`src/rtl/rtc_bus_engine.sv`:
```
// rtc_bus_engine
//   Drives single-byte and burst read/write transactions on the RTC multiplexed
//   address/data bus. Every byte has an address phase followed by a data phase.
//   Each phase is setup / strobe / hold, with a CS-high gap between bytes.
//   All RTC strobes are active-low and every pin is registered.
//
// Ports
//   CLK, RST          system clock, asynchronous active-high reset
//   req, rw           start request (IDLE only); rw=1 write, 0 read
//   start_addr, count first register address and byte count, latched with req
//   wdata, wdata_valid, wdata_ready   write byte stream (consumed when both high)
//   rdata, rdata_valid                last read byte and its one-cycle strobe
//   busy, done, err                   status; err is sticky until the next req
//   bus_out, bus_oe, bus_in           AD bus drive value, drive enable, readback
//   AD, CS, RD, WR                    RTC strobes, active-low
//
// Optional feature
//   RTC_BUS_TIMEOUT_EN: abort a write whose data does not arrive within
//   TIMEOUT cycles of waiting (err=1, done pulses, CS never goes low).
//
// State      | meaning
// IDLE       | waiting for req
// WAIT_DATA  | write only: wdata_ready high until a byte is consumed
// A_SETUP    | CS low, address driven, AD low
// A_STROBE   | WR low to latch the address
// A_HOLD     | WR high, address still driven
// D_SETUP    | AD high; write byte driven, or bus released for a read
// D_STROBE   | WR or RD low; read data sampled on the last cycle
// D_HOLD     | strobe high, CS still low; byte count decrements on exit
// GAP        | CS high between bytes; done pulses in its last cycle
// FINISH     | one busy cycle carrying done (zero count or abort)
module rtc_bus_engine #(
    parameter int DATA_W    = 8,
    parameter int T_SETUP   = 1,
    parameter int T_PULSE   = 2,
    parameter int T_HOLD    = 1,
    parameter int T_GAP     = 2,
    parameter int BURST_MAX = 16,
    parameter int TIMEOUT   = 255,
    localparam int CNT_W    = $clog2(BURST_MAX + 1)
) (
    input  logic              CLK,
    input  logic              RST,
    input  logic              req,
    input  logic              rw,
    input  logic [DATA_W-1:0] start_addr,
    input  logic [CNT_W-1:0]  count,
    input  logic [DATA_W-1:0] wdata,
    input  logic              wdata_valid,
    output logic              wdata_ready,
    output logic [DATA_W-1:0] rdata,
    output logic              rdata_valid,
    output logic              busy,
    output logic              done,
    output logic              err,
    output logic [DATA_W-1:0] bus_out,
    output logic              bus_oe,
    input  logic [DATA_W-1:0] bus_in,
    output logic              AD,
    output logic              CS,
    output logic              RD,
    output logic              WR
);

    if (T_SETUP < 1 || T_SETUP > 15 || T_PULSE < 1 || T_PULSE > 15 ||
        T_HOLD < 1 || T_HOLD > 15 || T_GAP < 1 || T_GAP > 15 ||
        BURST_MAX < 1 || TIMEOUT < 1) begin : g_param_check
        $error("rtc_bus_engine: phase timing must be 1..15, BURST_MAX and TIMEOUT >= 1");
    end

    typedef enum logic [3:0] {
        IDLE, WAIT_DATA, A_SETUP, A_STROBE, A_HOLD,
        D_SETUP, D_STROBE, D_HOLD, GAP, FINISH
    } state_t;

    typedef struct packed {
        logic              ad;
        logic              cs;
        logic              rd;
        logic              wr;
        logic              oe;
        logic [DATA_W-1:0] bus;
    } pins_t;

    // Phase timers are down-counters loaded with length-1; terminal count is 0.
    localparam logic [3:0] LD_SETUP = 4'(T_SETUP - 1);
    localparam logic [3:0] LD_PULSE = 4'(T_PULSE - 1);
    localparam logic [3:0] LD_HOLD  = 4'(T_HOLD - 1);
    localparam logic [3:0] LD_GAP   = 4'(T_GAP - 1);

    state_t             state;
    pins_t              pins;
    logic [3:0]         tmr;
    logic [CNT_W-1:0]   cnt;
    logic [CNT_W-1:0]   cnt_in;
    logic [DATA_W-1:0]  addr_q;
    logic [DATA_W-1:0]  wbyte_q;
    logic               rw_q;

`ifdef RTC_BUS_TIMEOUT_EN
    localparam int TO_W = $clog2(TIMEOUT + 1);
    localparam logic [TO_W-1:0] TO_LD = TO_W'(TIMEOUT - 1);
    logic [TO_W-1:0]    to_cnt;
`endif

    assign cnt_in  = (count > CNT_W'(BURST_MAX)) ? CNT_W'(BURST_MAX) : count;

    assign AD      = pins.ad;
    assign CS      = pins.cs;
    assign RD      = pins.rd;
    assign WR      = pins.wr;
    assign bus_oe  = pins.oe;
    assign bus_out = pins.bus;

    // Pin values for the state being entered; keeps the strobes registered.
    function automatic pins_t pins_for(state_t s, logic is_wr,
                                       logic [DATA_W-1:0] a, logic [DATA_W-1:0] d);
        pins_t p;
        p.ad  = 1'b1;
        p.cs  = 1'b1;
        p.rd  = 1'b1;
        p.wr  = 1'b1;
        p.oe  = 1'b0;
        p.bus = '0;
        case (s)
            A_SETUP, A_STROBE, A_HOLD: begin
                p.cs  = 1'b0;
                p.ad  = 1'b0;
                p.oe  = 1'b1;
                p.bus = a;
                p.wr  = (s != A_STROBE);
            end
            D_SETUP, D_STROBE, D_HOLD: begin
                p.cs  = 1'b0;
                p.oe  = is_wr;
                p.bus = is_wr ? d : '0;
                if (s == D_STROBE) begin
                    if (is_wr) p.wr = 1'b0;
                    else       p.rd = 1'b0;
                end
            end
            default: ;
        endcase
        return p;
    endfunction

    always_ff @(posedge CLK or posedge RST) begin
        if (RST) begin
            state       <= IDLE;
            pins        <= pins_for(IDLE, 1'b0, '0, '0);
            tmr         <= '0;
            cnt         <= '0;
            addr_q      <= '0;
            wbyte_q     <= '0;
            rw_q        <= 1'b0;
            rdata       <= '0;
            rdata_valid <= 1'b0;
            wdata_ready <= 1'b0;
            busy        <= 1'b0;
            done        <= 1'b0;
            err         <= 1'b0;
`ifdef RTC_BUS_TIMEOUT_EN
            to_cnt      <= TO_LD;
`endif
        end else begin
            done        <= 1'b0;
            rdata_valid <= 1'b0;
`ifdef RTC_BUS_TIMEOUT_EN
            if (state != WAIT_DATA) to_cnt <= TO_LD;
`endif
            case (state)
                IDLE: begin
                    if (req) begin
                        rw_q   <= rw;
                        addr_q <= start_addr;
                        cnt    <= cnt_in;
                        err    <= 1'b0;
                        busy   <= 1'b1;
                        if (cnt_in == '0) begin
                            state <= FINISH;
                            done  <= 1'b1;
                        end else if (rw) begin
                            state       <= WAIT_DATA;
                            wdata_ready <= 1'b1;
                        end else begin
                            state <= A_SETUP;
                            tmr   <= LD_SETUP;
                            pins  <= pins_for(A_SETUP, 1'b0, start_addr, wbyte_q);
                        end
                    end
                end
                WAIT_DATA: begin
                    if (wdata_valid) begin
                        wbyte_q     <= wdata;
                        wdata_ready <= 1'b0;
                        state       <= A_SETUP;
                        tmr         <= LD_SETUP;
                        pins        <= pins_for(A_SETUP, 1'b1, addr_q, wdata);
                    end
`ifdef RTC_BUS_TIMEOUT_EN
                    else if (to_cnt == '0) begin
                        wdata_ready <= 1'b0;
                        err         <= 1'b1;
                        done        <= 1'b1;
                        state       <= FINISH;
                    end else begin
                        to_cnt <= to_cnt - TO_W'(1);
                    end
`endif
                end
                A_SETUP: begin
                    if (tmr == '0) begin
                        state <= A_STROBE;
                        tmr   <= LD_PULSE;
                        pins  <= pins_for(A_STROBE, rw_q, addr_q, wbyte_q);
                    end else tmr <= tmr - 4'd1;
                end
                A_STROBE: begin
                    if (tmr == '0) begin
                        state <= A_HOLD;
                        tmr   <= LD_HOLD;
                        pins  <= pins_for(A_HOLD, rw_q, addr_q, wbyte_q);
                    end else tmr <= tmr - 4'd1;
                end
                A_HOLD: begin
                    if (tmr == '0) begin
                        state <= D_SETUP;
                        tmr   <= LD_SETUP;
                        pins  <= pins_for(D_SETUP, rw_q, addr_q, wbyte_q);
                    end else tmr <= tmr - 4'd1;
                end
                D_SETUP: begin
                    if (tmr == '0) begin
                        state <= D_STROBE;
                        tmr   <= LD_PULSE;
                        pins  <= pins_for(D_STROBE, rw_q, addr_q, wbyte_q);
                    end else tmr <= tmr - 4'd1;
                end
                D_STROBE: begin
                    if (tmr == '0) begin
                        if (!rw_q) begin
                            rdata       <= bus_in;
                            rdata_valid <= 1'b1;
                        end
                        state <= D_HOLD;
                        tmr   <= LD_HOLD;
                        pins  <= pins_for(D_HOLD, rw_q, addr_q, wbyte_q);
                    end else tmr <= tmr - 4'd1;
                end
                D_HOLD: begin
                    if (tmr == '0) begin
                        cnt    <= cnt - CNT_W'(1);
                        addr_q <= addr_q + DATA_W'(1);
                        state  <= GAP;
                        tmr    <= LD_GAP;
                        pins   <= pins_for(GAP, rw_q, addr_q, wbyte_q);
                        // A one-cycle gap is also the last gap cycle.
                        if (cnt == CNT_W'(1) && T_GAP == 1) done <= 1'b1;
                    end else tmr <= tmr - 4'd1;
                end
                GAP: begin
                    if (tmr == '0) begin
                        if (cnt == '0) begin
                            state <= IDLE;
                            busy  <= 1'b0;
                        end else if (rw_q) begin
                            state       <= WAIT_DATA;
                            wdata_ready <= 1'b1;
                        end else begin
                            state <= A_SETUP;
                            tmr   <= LD_SETUP;
                            pins  <= pins_for(A_SETUP, 1'b0, addr_q, wbyte_q);
                        end
                    end else begin
                        tmr <= tmr - 4'd1;
                        if (tmr == 4'd1 && cnt == '0) done <= 1'b1;
                    end
                end
                FINISH: begin
                    state <= IDLE;
                    busy  <= 1'b0;
                end
                default: state <= IDLE;
            endcase
        end
    end

endmodule
```
`config.mk`:
```
export PLATFORM = sky130hd
export DESIGN_NAME = rtc_bus_engine
export DESIGN_NICKNAME = d
export VERILOG_FILES = /design/src/rtl/rtc_bus_engine.sv
export SDC_FILE = /design/constraint.sdc
export NUM_CORES = 1
export LEC_CHECK = 0
export CAP_MARGIN = 40
export CELL_PAD_IN_SITES_DETAIL_PLACEMENT = 0
export CELL_PAD_IN_SITES_GLOBAL_PLACEMENT = 1
export CORE_MARGIN = 2
export CORE_UTILIZATION = 36
export CTS_CLUSTER_SIZE = 10
export DETAILED_ROUTE_END_ITERATION = 16
export PLACE_DENSITY_LB_ADDON = 0.1
export SYNTH_ARGS = -nofsm -noshare
export SYNTH_HDL_FRONTEND = slang
export SYNTH_SLANG_ARGS = --single-unit
```
`constraint.sdc`:
```
create_clock -name CLK -period 2.2 [get_ports CLK]
set_clock_uncertainty 0.15 [all_clocks]
set_input_delay 0.33 -clock CLK [delete_from_list [all_inputs] [get_ports CLK]]
set_output_delay 0.33 -clock CLK [all_outputs]
set_load 0.1 [all_outputs]
```
# Word level (Yosys, flattened, before mapping)
# Index checks and enable logic that the tools add are counted.
[word_totals] ff_bits=55 elab_cells=139 inputBits=34
[classes] n_eq_ne=29 magnitude_cmp=1 reduce_logical=22 muxes=66 n_bitwise=1 n_addsub=3
[ops] cell="two-way mux 13 bit" n=12
[ops] cell="one-hot mux 13 bit (8 select lines)" n=1
[ops] cell="two-way mux 4 bit" n=19
[ops] cell="one-hot mux 4 bit (9 select lines)" n=1
[ops] cell="!= test 2 bit, second input constant" n=16
[ops] cell="two-way mux 8 bit" n=3
[ops] cell="one-hot mux 4 bit (5 select lines)" n=1
[ops] cell="two-way mux 1 bit" n=18
[ops] cell="equality test 4 x 3 -> 1 bit, second input constant" n=4
[ops] cell="one-hot mux 8 bit (2 select lines)" n=1
[ops] cell="two-way mux 5 bit" n=3
[ops] cell="AND reduction 13 bit" n=1
[ops] cell="logical NOT 5 bit" n=2
[ops] cell="one-hot mux 5 bit (2 select lines)" n=1
[ops] cell="AND reduction 9 bit" n=1
[ops] cell="adder 8 x 1 -> 8 bit, second input constant" n=1
[ops] cell="equality test 4 x 1 -> 1 bit, second input constant" n=2
[ops] cell="equality test 4 x 2 -> 1 bit, second input constant" n=2
[ops] cell="equality test 4 bit, second input constant" n=2
[ops] cell="logical NOT 4 bit" n=2
[ops] cell="AND reduction 8 bit" n=1
[ops] cell="nonzero test 8 bit" n=1
[ops] cell="AND reduction 7 bit" n=1
[ops] cell="two-way mux 2 bit" n=3
[ops] cell="other kinds (17)" n=23

# Longest topological paths before layout
# Gate-level depths: netlist of run 1.
[depth] word_depth=6 mapped_depth=8 depth_no_buf=6

# Worst setup path before layout of run 1
# Ideal clock, no wire load.
[synth_timing] kind="reg-to-reg" from="reg tmr[1]" to="reg pins (netlist bit bus_oe)" setup_ns=0.125 arrival_ns=2.070 path_slack_ns=-0.145 n_path_buf=2 path_stages_with_launch=8 cell_sequence="dfrtp_1 -> or4_4 -> buf_6 -> a221oi_2 -> o22ai_2 -> nand2b_4 -> buf_6 -> mux2_4"
[synth_via] elab_chain_cells=3 word_cells_on_any_way=8
[synth_rtl] item="start, declared" line="93" text="logic [3:0] tmr;"
[synth_rtl] item="start signal, assigned" line="216" text="end else tmr <= tmr - 4'd1;"
[synth_rtl] item="start signal, assigned" line="223" text="end else tmr <= tmr - 4'd1;"
[synth_rtl] item="start signal, assigned" line="230" text="end else tmr <= tmr - 4'd1;"
[synth_rtl] item="logical NOT 4 bit *"
[synth_rtl] item="!= test 2 x 1 -> 1 bit (no source line) or != test 2 bit (tied branches)"
[synth_rtl] item="AND reduction 13 bit (no source line) *"
[synth_rtl] item="end signal, assigned" line="215" text="pins <= pins_for(A_STROBE, rw_q, addr_q, wbyte_q);"
[synth_rtl] item="end signal, assigned" line="222" text="pins <= pins_for(A_HOLD, rw_q, addr_q, wbyte_q);"
[synth_rtl] item="end signal, assigned" line="229" text="pins <= pins_for(D_SETUP, rw_q, addr_q, wbyte_q);"
[synth_rtl] item="end, declared" line="92" text="pins_t pins;"
# Mark *: on every way between the ends. The rest lies on a longest branch, timed or not.
# A chain may end at the register's enable or synchronous reset.

# Worst setup path in the final report of run 1
[layout_timing] from="reg tmr[3]" to="reg cnt[2]"
[layout_via] elab_chain_cells=3
[layout_rtl] item="logical NOT 4 bit" line="251" text="if (tmr == '0) begin"
[layout_rtl] item="!= test 2 bit (no source line)"
[layout_rtl] item="AND reduction 3 bit (no source line)"
[layout_rtl] item="end signal, assigned" line="176" text="cnt <= cnt_in;"
[layout_rtl] item="end signal, assigned" line="252" text="cnt <= cnt - CNT_W'(1);"
[layout_rtl] item="end, declared" line="94" text="logic [CNT_W-1:0] cnt;"
# No other way between the ends.

==> impl_metrics.ini, run 1 <==
[logic_synthesis]
synth_ff_type = dfrtp_1
syn_inst = 325
synth_top_cell_by_area = dfrtp_1
yosysWarningCount = 0
synth_top_area_share_pct = 40.41
synthArstFlopShare_pct = 100.0
synth-edff-count = 0
ys_seq_area_share_pct = 43.74
ys_seq_elements = 55
netlist_area_um2 = 3158
syn_nets = 362
synth_area_leaders = dfrtp_1, mux2_2, a21oi_1
synth.avg_cell_area_um2 = 9.717
synth_commonest_cells = dfrtp_1, a21oi_1, mux2_2
yosysMostFrequentCell = dfrtp_1
synth_cell_type_count = 61

[routing]
ant_nets = 0
wl_per_cell_um = 16.74
remaining_drc_errors = 0
wl_mm = 8.689
viasPerCell = 5.447
vias = 2827
drt_iter0_drc = 95
dr.pass1.iters = 6

[cells_and_area]
nets = 447
insertedDiodeCount = 0
drive_gt1_share_pct = 33.58
utilization_pct = 50.06
synthToLayoutAreaGrowth_pct = 36.21

[worst_setup_path]
endpoint_kind = flip-flop
reg2reg_to = cnt[2]
arrival_ps = 2300
worstSetupPathType = flip-flop to flip-flop
r2r-start = tmr[3]
path_max_fanout = 8
cp.required_ps = 2300
cp-start-kind = flip-flop
reg2regPathDepth = 7
reg2reg_slack_ps = -3

[grt]
antenna_found_initial = 0
grt_first_pass_wirelength_mm = 14.03
grt_usage_pct = 18.19
use_met3_pct = 3.813
met2_usage_pct = 28.49
grt_pass1_vias = 2808
grt-ovfl-total = 0
grt_max_degree = 56
met1_usage_pct = 25.69
grt-busiest-layer = met2

[floorplanning]
dieArea_um2 = 9537
num_rows = 34
die_w_um = 97.66
core_um2 = 8593
ios = 60
die_y_um = 97.66
initial_utilization_pct = 36.75

[sta]
fmax_mhz = 454.0
setup_viol = 1
slew_violations = 0
layout_min_cycle_time_ps = 2203
rsz0062_at_grt = yes
fin_ws_ps = -2.613
hold_viol = 0
tightestPinTransition_ps = 503.0
finalCritPeriodShare_pct = 100.1
slew_headroom_pct = 66.34

[placement]
routabilityCongestion = 0.8123
hpwl_mm = 6.133
post-place-ws_ps = -464.7
port_buffers = 58

[cts]
clk_pin_slew_ps = 110
cts_tree = done
cts_num_sinks = 55
clock_latency_ps = 320
cts_made_buffers = 5
postCtsHoldBufs = 0
clk_root_buffer_cell = clkbuf_8
clock_path_buffers = 2
cts_max_level = 2

[flow_run]
maxCapViolations = 0

[power]
leakage_nw = 1.852
ir_drop_mv = 0.9617
powerDensity_nw_per_um2 = 1742

[run_status]
violations = setup timing
outcome = finished with violations

[min_path]
hold_class = primary input to async pin
cell families (layout without fill, tap and decap cells):
kind of cell | after synthesis | in the layout | share of synthesized area (%)
and+or+nand+nor | 97 | 98 | 17.00
buffers and inverters | 33 | 118 | 4.596
AOI/OAI and AO/OA | 99 | 99 | 19.69
xor gates and xnor gates | 1 | 1 | 0.2774
other | 1 | 1 | 0.1187
muxes | 36 | 36 | 13.39
adders and majority gates | 3 | 3 | 1.189
DFF | 55 | 55 | 43.74
layer usage:
| metal | up-vias | wire [um] |
|---|---|---|
| li1 | 1362 | - |
| met1 | 1387 | 4104 |
| met2 | 69 | 4089 |
| met3 | 9 | 391 |
| met4 | 0 | 104 |
| met5 | - | 0 |
sequential cells by signal (all words and copies together) (netlist names), 4 cells and up:
| signal | flops |
|---|---|
| rdata | 8 |
| cnt | 5 |
| bus_out | 8 |
| state | 4 |
| wbyte_q | 8 |
| addr_q | 8 |
| tmr | 4 |
cell usage in the layout, fill, tap and decap left out, drive strengths merged, types with 2 or more instances in the layout:
master	instances
and3	8
a22oi	7
nor2	19
nor4	2
a2bb2oi	2
nand2b	6
nand4	2
mux2	32
nor3	9
nand2	19
or4	2
clkbuf	6
clkinv	2
o21a	4
a211oi	2
or2	3
mux2i	4
buf	66
dlygate4sd2	3
o31ai	3
a41oi	2
dfrtp	51
nand3b	2
a31oi	3
o21ai	22
nand3	14
clkdlybuf4s50	29
o22ai	4
a21oi	36
ha	3
a21o	3
inv	10
dfstp	4
or3	7
worst max-delay path by stage:
| stage | start | end | slack [ps] | cells after the start |
|---|---|---|---|---|
| floorplan | tmr[3] | bus_oe | -80 | 7 |
| global placement | count[1] | bus_out[4] | -440 | 6 |
| detailed placement | count[2] | bus_out[5] | -460 | 6 |
| CTS | tmr[0] | WR | -4 | 7 |
| global route | tmr[3] | tmr[0] | -50 | 7 |
| finish | tmr[3] | cnt[2] | -3 | 7 |
timing repair:
item,CTS,global route
endpoints found under the setup margin,10,31
pin swaps,9,9
gates cloned,1,1
buffers inserted,5,0
resized for setup,16,16
power by group:
group          total (W)  switching [W]  leakage [nW]  internal, W
clock network   0.000619       0.000384        0.0463     0.000235
registers        0.00187       0.000376         0.655      0.00149
logic            0.00501        0.00308          1.15      0.00193
critical path, cell delays in order, from the launching register on:
cell	delay (ps)
dfrtp_1	390
or4_4	580
buf_6	150
or2_4	250
a21oi_4	240
buf_12	160
o21ai_1	60
a21oi_1	150
through the flow:
step / cell area, um2 / instances / TNS (ps) / power (W) / hold slack (ps)
CTS: 4219 / 519 / -4.412 / 0.007421 / 219.6
finish: 4302 / 519 / -2.613 / 0.007494 / 215.4
global route: 4302 / 519 / -754.6 / 0.007935 / 250.7
floorplan: 3162 / 325 / -1078 / 0.005336 / 322.6
global placement: 4019 / 505 / -5976 / 0.006499 / 307.5
detailed placement: 4019 / 505 / -6427 / 0.006542 / 319.1
final cells by class:
type / count / area, um2
sequential: 55 / 1381
clock inverter: 3 / 27.53
fill: 848 / 4292
multi-input combinational: 238 / 1749
clock buffer: 5 / 68.82
inverter: 10 / 37.54
tap: 108 / 135.1
timing repair buffer: 100 / 902.1
No activity file was read; power rests on OpenSTA's default activity.
==> inputs of run 2 (changes only) <==
- CORE_UTILIZATION: 36 -> 40
- CTS_CLUSTER_DIAMETER: not set -> 120
- clock period: 2.2 -> 2.14 ns (I/O delays scaled with it)
==> impl_metrics.ini, run 2 (synthesis results as in run 1) <==
[routing]
wl_mm = 8.533
viasPerCell = 5.419
drt_iter0_drc = 153
dr.pass1.iters = 4
remaining_drc_errors = 0
ant_nets = 0
vias = 2769
wl_per_cell_um = 16.70

[cells_and_area]
nets = 445
final_common_cell = buf_4
drive_gt1_share_pct = 33.25
fillCellCount = 709
layout_common_cells = buf_4, dfrtp_1, a21oi_1, clkdlybuf4s50_1, mux2_2
synthToLayoutAreaGrowth_pct = 36.49
fin_area_um2 = 4310
insertedDiodeCount = 0

[placement]
routabilityCongestion = 0.8288
port_buffers = 58
hpwl_mm = 6.192
placed_area_um2 = 4056

[grt]
grt-busiest-layer = met2
grt_pass1_vias = 2770
antenna_found_initial = 0
met1_usage_pct = 31.02
grt_max_degree = 32
use_met3_pct = 4.150
grt_usage_pct = 21.02
grt_first_pass_wirelength_mm = 14.34
grt-ovfl-total = 0
met2_usage_pct = 31.94

[cts]
clock_path_buffers = 2
cts_tree = done
cts_num_sinks = 55
postCtsHoldBufs = 0
cts_max_level = 2
cts_made_buffers = 5
clock_latency_ps = 320
clk_pin_slew_ps = 120
clk_root_buffer_cell = clkbuf_8

[run_status]
outcome = finished with violations
violations = setup timing

[worst_setup_path]
cp_top_family = simple AND/OR/NAND/NOR gates
reg2reg_to = bus_oe
path_cells = or4_4 -> a221oi_4 -> o22ai_4 -> nand2b_4 -> mux2_4
r2r-start = tmr[0]
cp-start-kind = flip-flop
worstSetupPathType = flip-flop to flip-flop
slowest_stage = or4_4
max_stage_delay_ps = 590
reg2regPathDepth = 5
path_max_fanout = 6
arrival_ps = 2280
cp.required_ps = 2210
worstPathBufferInverterCount = 0
reg2reg_slack_ps = -80
endpoint_kind = flip-flop

[sta]
finalCritPeriodShare_pct = 103.6
layout_min_cycle_time_ps = 2217
tightestPinTransition_ps = 526.4
slew_violations = 0
fmax_mhz = 451.0
slew_headroom_pct = 64.78
setup_viol = 11
rsz0062_at_grt = yes
hold_viol = 0
fin_hold_ws_ps = 161.9
fin_ws_ps = -77.35

[floorplanning]
initial_utilization_pct = 41.08
die_y_um = 92.86
num_rows = 32
ios = 60
dieArea_um2 = 8622
die_w_um = 92.86
core_um2 = 7687

[min_path]
hold_class = primary input to async pin

[power]
powerDensity_nw_per_um2 = 1806
ir_drop_mv = 1.074
leakage_nw = 1.858

[flow_run]
maxCapViolations = 0
==> run 2: how the worst max path moves through the flow <==
stage | endpoint | cells after the start | start | slack (ps)
after floorplan | bus_oe | 7 | tmr[3] | -140
after global placement | bus_out[4] | 6 | count[1] | -480
after detailed placement | bus_out[4] | 6 | count[1] | -490
after CTS | bus_oe | 5 | tmr[3] | -50
after global routing | bus_oe | 5 | tmr[0] | -130
final | bus_oe | 5 | tmr[0] | -80
==> run 2: worst register-to-register path: cells and delay by family (launching register included) <==
family	cells	cell delay, ps
muxes	1	320
DFF	1	400
AOI/OAI and AO/OA	2	440
and+or+nand+nor	2	800
==> run 2: stage by stage <==
| step | setup WS, ps | util [%] | cells | total power (W) | TNS [ps] |
|---|---|---|---|---|---|
| after floorplan | -142.7 | - | 325 | 0.005493 | -1948 |
| after global placement | -483.8 | 52.77 | 500 | 0.006698 | -6675 |
| after detailed placement | -492.6 | 52.77 | 500 | 0.006763 | -6735 |
| after CTS | -52.21 | 55.05 | 510 | 0.007667 | -255.2 |
| after global routing | -132.1 | 56.07 | 511 | 0.008253 | -1368 |
| final | -77.35 | 56.07 | 511 | 0.007783 | -612.7 |
==> run 2: per-layer routing <==
metal / vias up / share of wire, %
li1: 1360 / -
met2: 67 / 45
met4: 0 / 1.0
met1: 1334 / 49
met5: - / 0
met3: 8 / 5.2
==> run 2: final cells by class <==
| cell class | instances | area [um2] | area share (%) |
|---|---|---|---|
| multi-input combinational | 238 | 1762 | 40.87 |
| sequential | 55 | 1381 | 32.05 |
| timing repair buffer | 98 | 902.1 | 20.93 |
| tap | 102 | 127.6 | 2.961 |
| clock buffer | 5 | 68.82 | 1.597 |
| inverter | 10 | 37.54 | 0.8708 |
| clock inverter | 3 | 31.28 | 0.7257 |
==> run 2: report_power, final <==
part           switching (W)  leakage (nW)  internal [W]
Sequential          0.000395         0.655       0.00153
Clock               0.000419        0.0526      0.000253
Combinational        0.00316          1.15       0.00202
Total                0.00397          1.86       0.00381
==> run 2: repair_timing <==
action,in CTS,in global routing
setup buffers,1,1
endpoints found under the setup margin,11,32
cloned,1,0
gates resized for setup,14,14
pin swaps,4,6
==> inputs of run 3 (changes only) <==
--- a/constraint.sdc
+++ b/constraint.sdc
@@ -3,3 +3,3 @@
 set_input_delay 0.321 -clock CLK [delete_from_list [all_inputs] [get_ports CLK]]
 set_output_delay 0.321 -clock CLK [all_outputs]
-set_load 0.1 [all_outputs]
+set_load 0.05 [all_outputs]
==> impl_metrics.ini, run 3 (synthesis results as in run 1) <==
[run_status]
outcome = finished with violations
violations = setup timing

[sta]
fmax_mhz = 457.2
setup_viol = 8
rsz0062_at_grt = yes
hold_viol = 0
slew_headroom_pct = 65.68
finalCritPeriodShare_pct = 102.2
setup_tns_ps = -253.6
tightestPinTransition_ps = 513.1
fin_ws_ps = -47.18
slew_violations = 0
layout_min_cycle_time_ps = 2187

[placement]
placed_area_um2 = 4059
port_buffers = 58
routabilityCongestion = 0.8156
hpwl_mm = 6.133

[cells_and_area]
insertedDiodeCount = 0
nets = 444
multi_input_area_um2 = 1753
layout_common_cells = clkdlybuf4s50_1, dfrtp_1, buf_4, a21oi_1, mux2_2
fillCellCount = 710
final_common_cell = clkdlybuf4s50_1
layout.area.seq_um2 = 1381
synthToLayoutAreaGrowth_pct = 36.01
drive_gt1_share_pct = 27.21
fin_area_um2 = 4295

[routing]
ant_nets = 0
viasPerCell = 5.522
dr.pass1.iters = 4
wl_mm = 8.542
vias = 2816
wl_per_cell_um = 16.75
remaining_drc_errors = 0
drt_iter0_drc = 146

[floorplanning]
num_rows = 32
die_w_um = 92.86
core_um2 = 7687
dieArea_um2 = 8622
initial_utilization_pct = 41.08
ios = 60
die_y_um = 92.86

[cts]
cts_made_buffers = 5
cts_num_sinks = 55
cts_max_level = 2
clock_path_buffers = 2
cts_tree = done
clk_root_buffer_cell = clkbuf_8
clock_latency_ps = 330
clk_pin_slew_ps = 120

[grt]
antenna_found_initial = 0
grt_pass1_vias = 2812
grt_max_degree = 32
grt_usage_pct = 20.92
grt_first_pass_wirelength_mm = 14.30
grt-ovfl-total = 0

[worst_setup_path]
endpoint_kind = flip-flop
cp.required_ps = 2210
path_max_fanout = 6
arrival_ps = 2250
reg2reg_slack_ps = -50
worstSetupPathType = flip-flop to flip-flop
cp-start-kind = flip-flop

[power]
leakage_nw = 1.807
powerDensity_nw_per_um2 = 1607
ir_drop_mv = 1.014

[min_path]
hold_class = primary input to async pin

[flow_run]
maxCapViolations = 0
[run 3: layout make-up]
class	count	area share (%)
Inverter	10	0.8739
Multi-Input combinational cell	238	40.81
Sequential cell	55	32.16
Clock inverter	3	0.7865
Tap cell	102	2.971
Timing Repair Buffer	97	20.80
Clock buffer	5	1.602
[run 3: where the power goes]
part / internal (W) / switching (W)
clock network: 0.000250 / 0.000404
registers: 0.00153 / 0.000377
logic: 0.00196 / 0.00238
total: 0.00374 / 0.00316
[run 3: path summary, 6_finish.rpt]
check,start,endpoint,cells past startpoint
max in group asynchronous,RST,cnt[2],3
worst min register to register,WR,WR,2
worst min-delay path,RST,wbyte_q[1],2
worst max register to register,tmr[0],bus_oe,5
min in group CLK,WR,WR,2
worst max-delay path,tmr[0],bus_oe,5
[run 3: per-layer routing]
layer  wire (um)  part of all wire [%]  GRT usage (%)
met4          74                  0.87          5.515
met2        4043                    47          32.91
met5           0                     0              0
met1        4023                    47          30.16
met3         401                   4.7          3.092
[run 3: critical path: stages (launching register included)]
cell	delay, ps
dfrtp_1	400
or4_4	610
a221oi_4	280
o22ai_4	110
nand2b_4	210
mux2_4	320
[run 3: repair_timing]
item,4_1_cts,5_1_grt
gates resized for setup,13,12
hold buffers,0,0
endpoints found under the setup margin,12,33
setup buffers,1,0
cloned,1,0
pin swaps,5,3
[run 3: per-stage QoR]
| stage | power [W] | setup WS, ps | hold slack [ps] | cells | util [%] |
|---|---|---|---|---|---|
| floorplan | 0.004732 | -142.4 | 320.9 | 325 | - |
| global placement | 0.005888 | -483.1 | 311.4 | 500 | 52.80 |
| detailed placement | 0.005948 | -514.1 | 304.8 | 500 | 52.80 |
| CTS | 0.006814 | -37.28 | 184.7 | 510 | 55.03 |
| global route | 0.007391 | -93.09 | 207.7 | 510 | 55.88 |
| finish | 0.006901 | -47.18 | 170.8 | 510 | 55.88 |
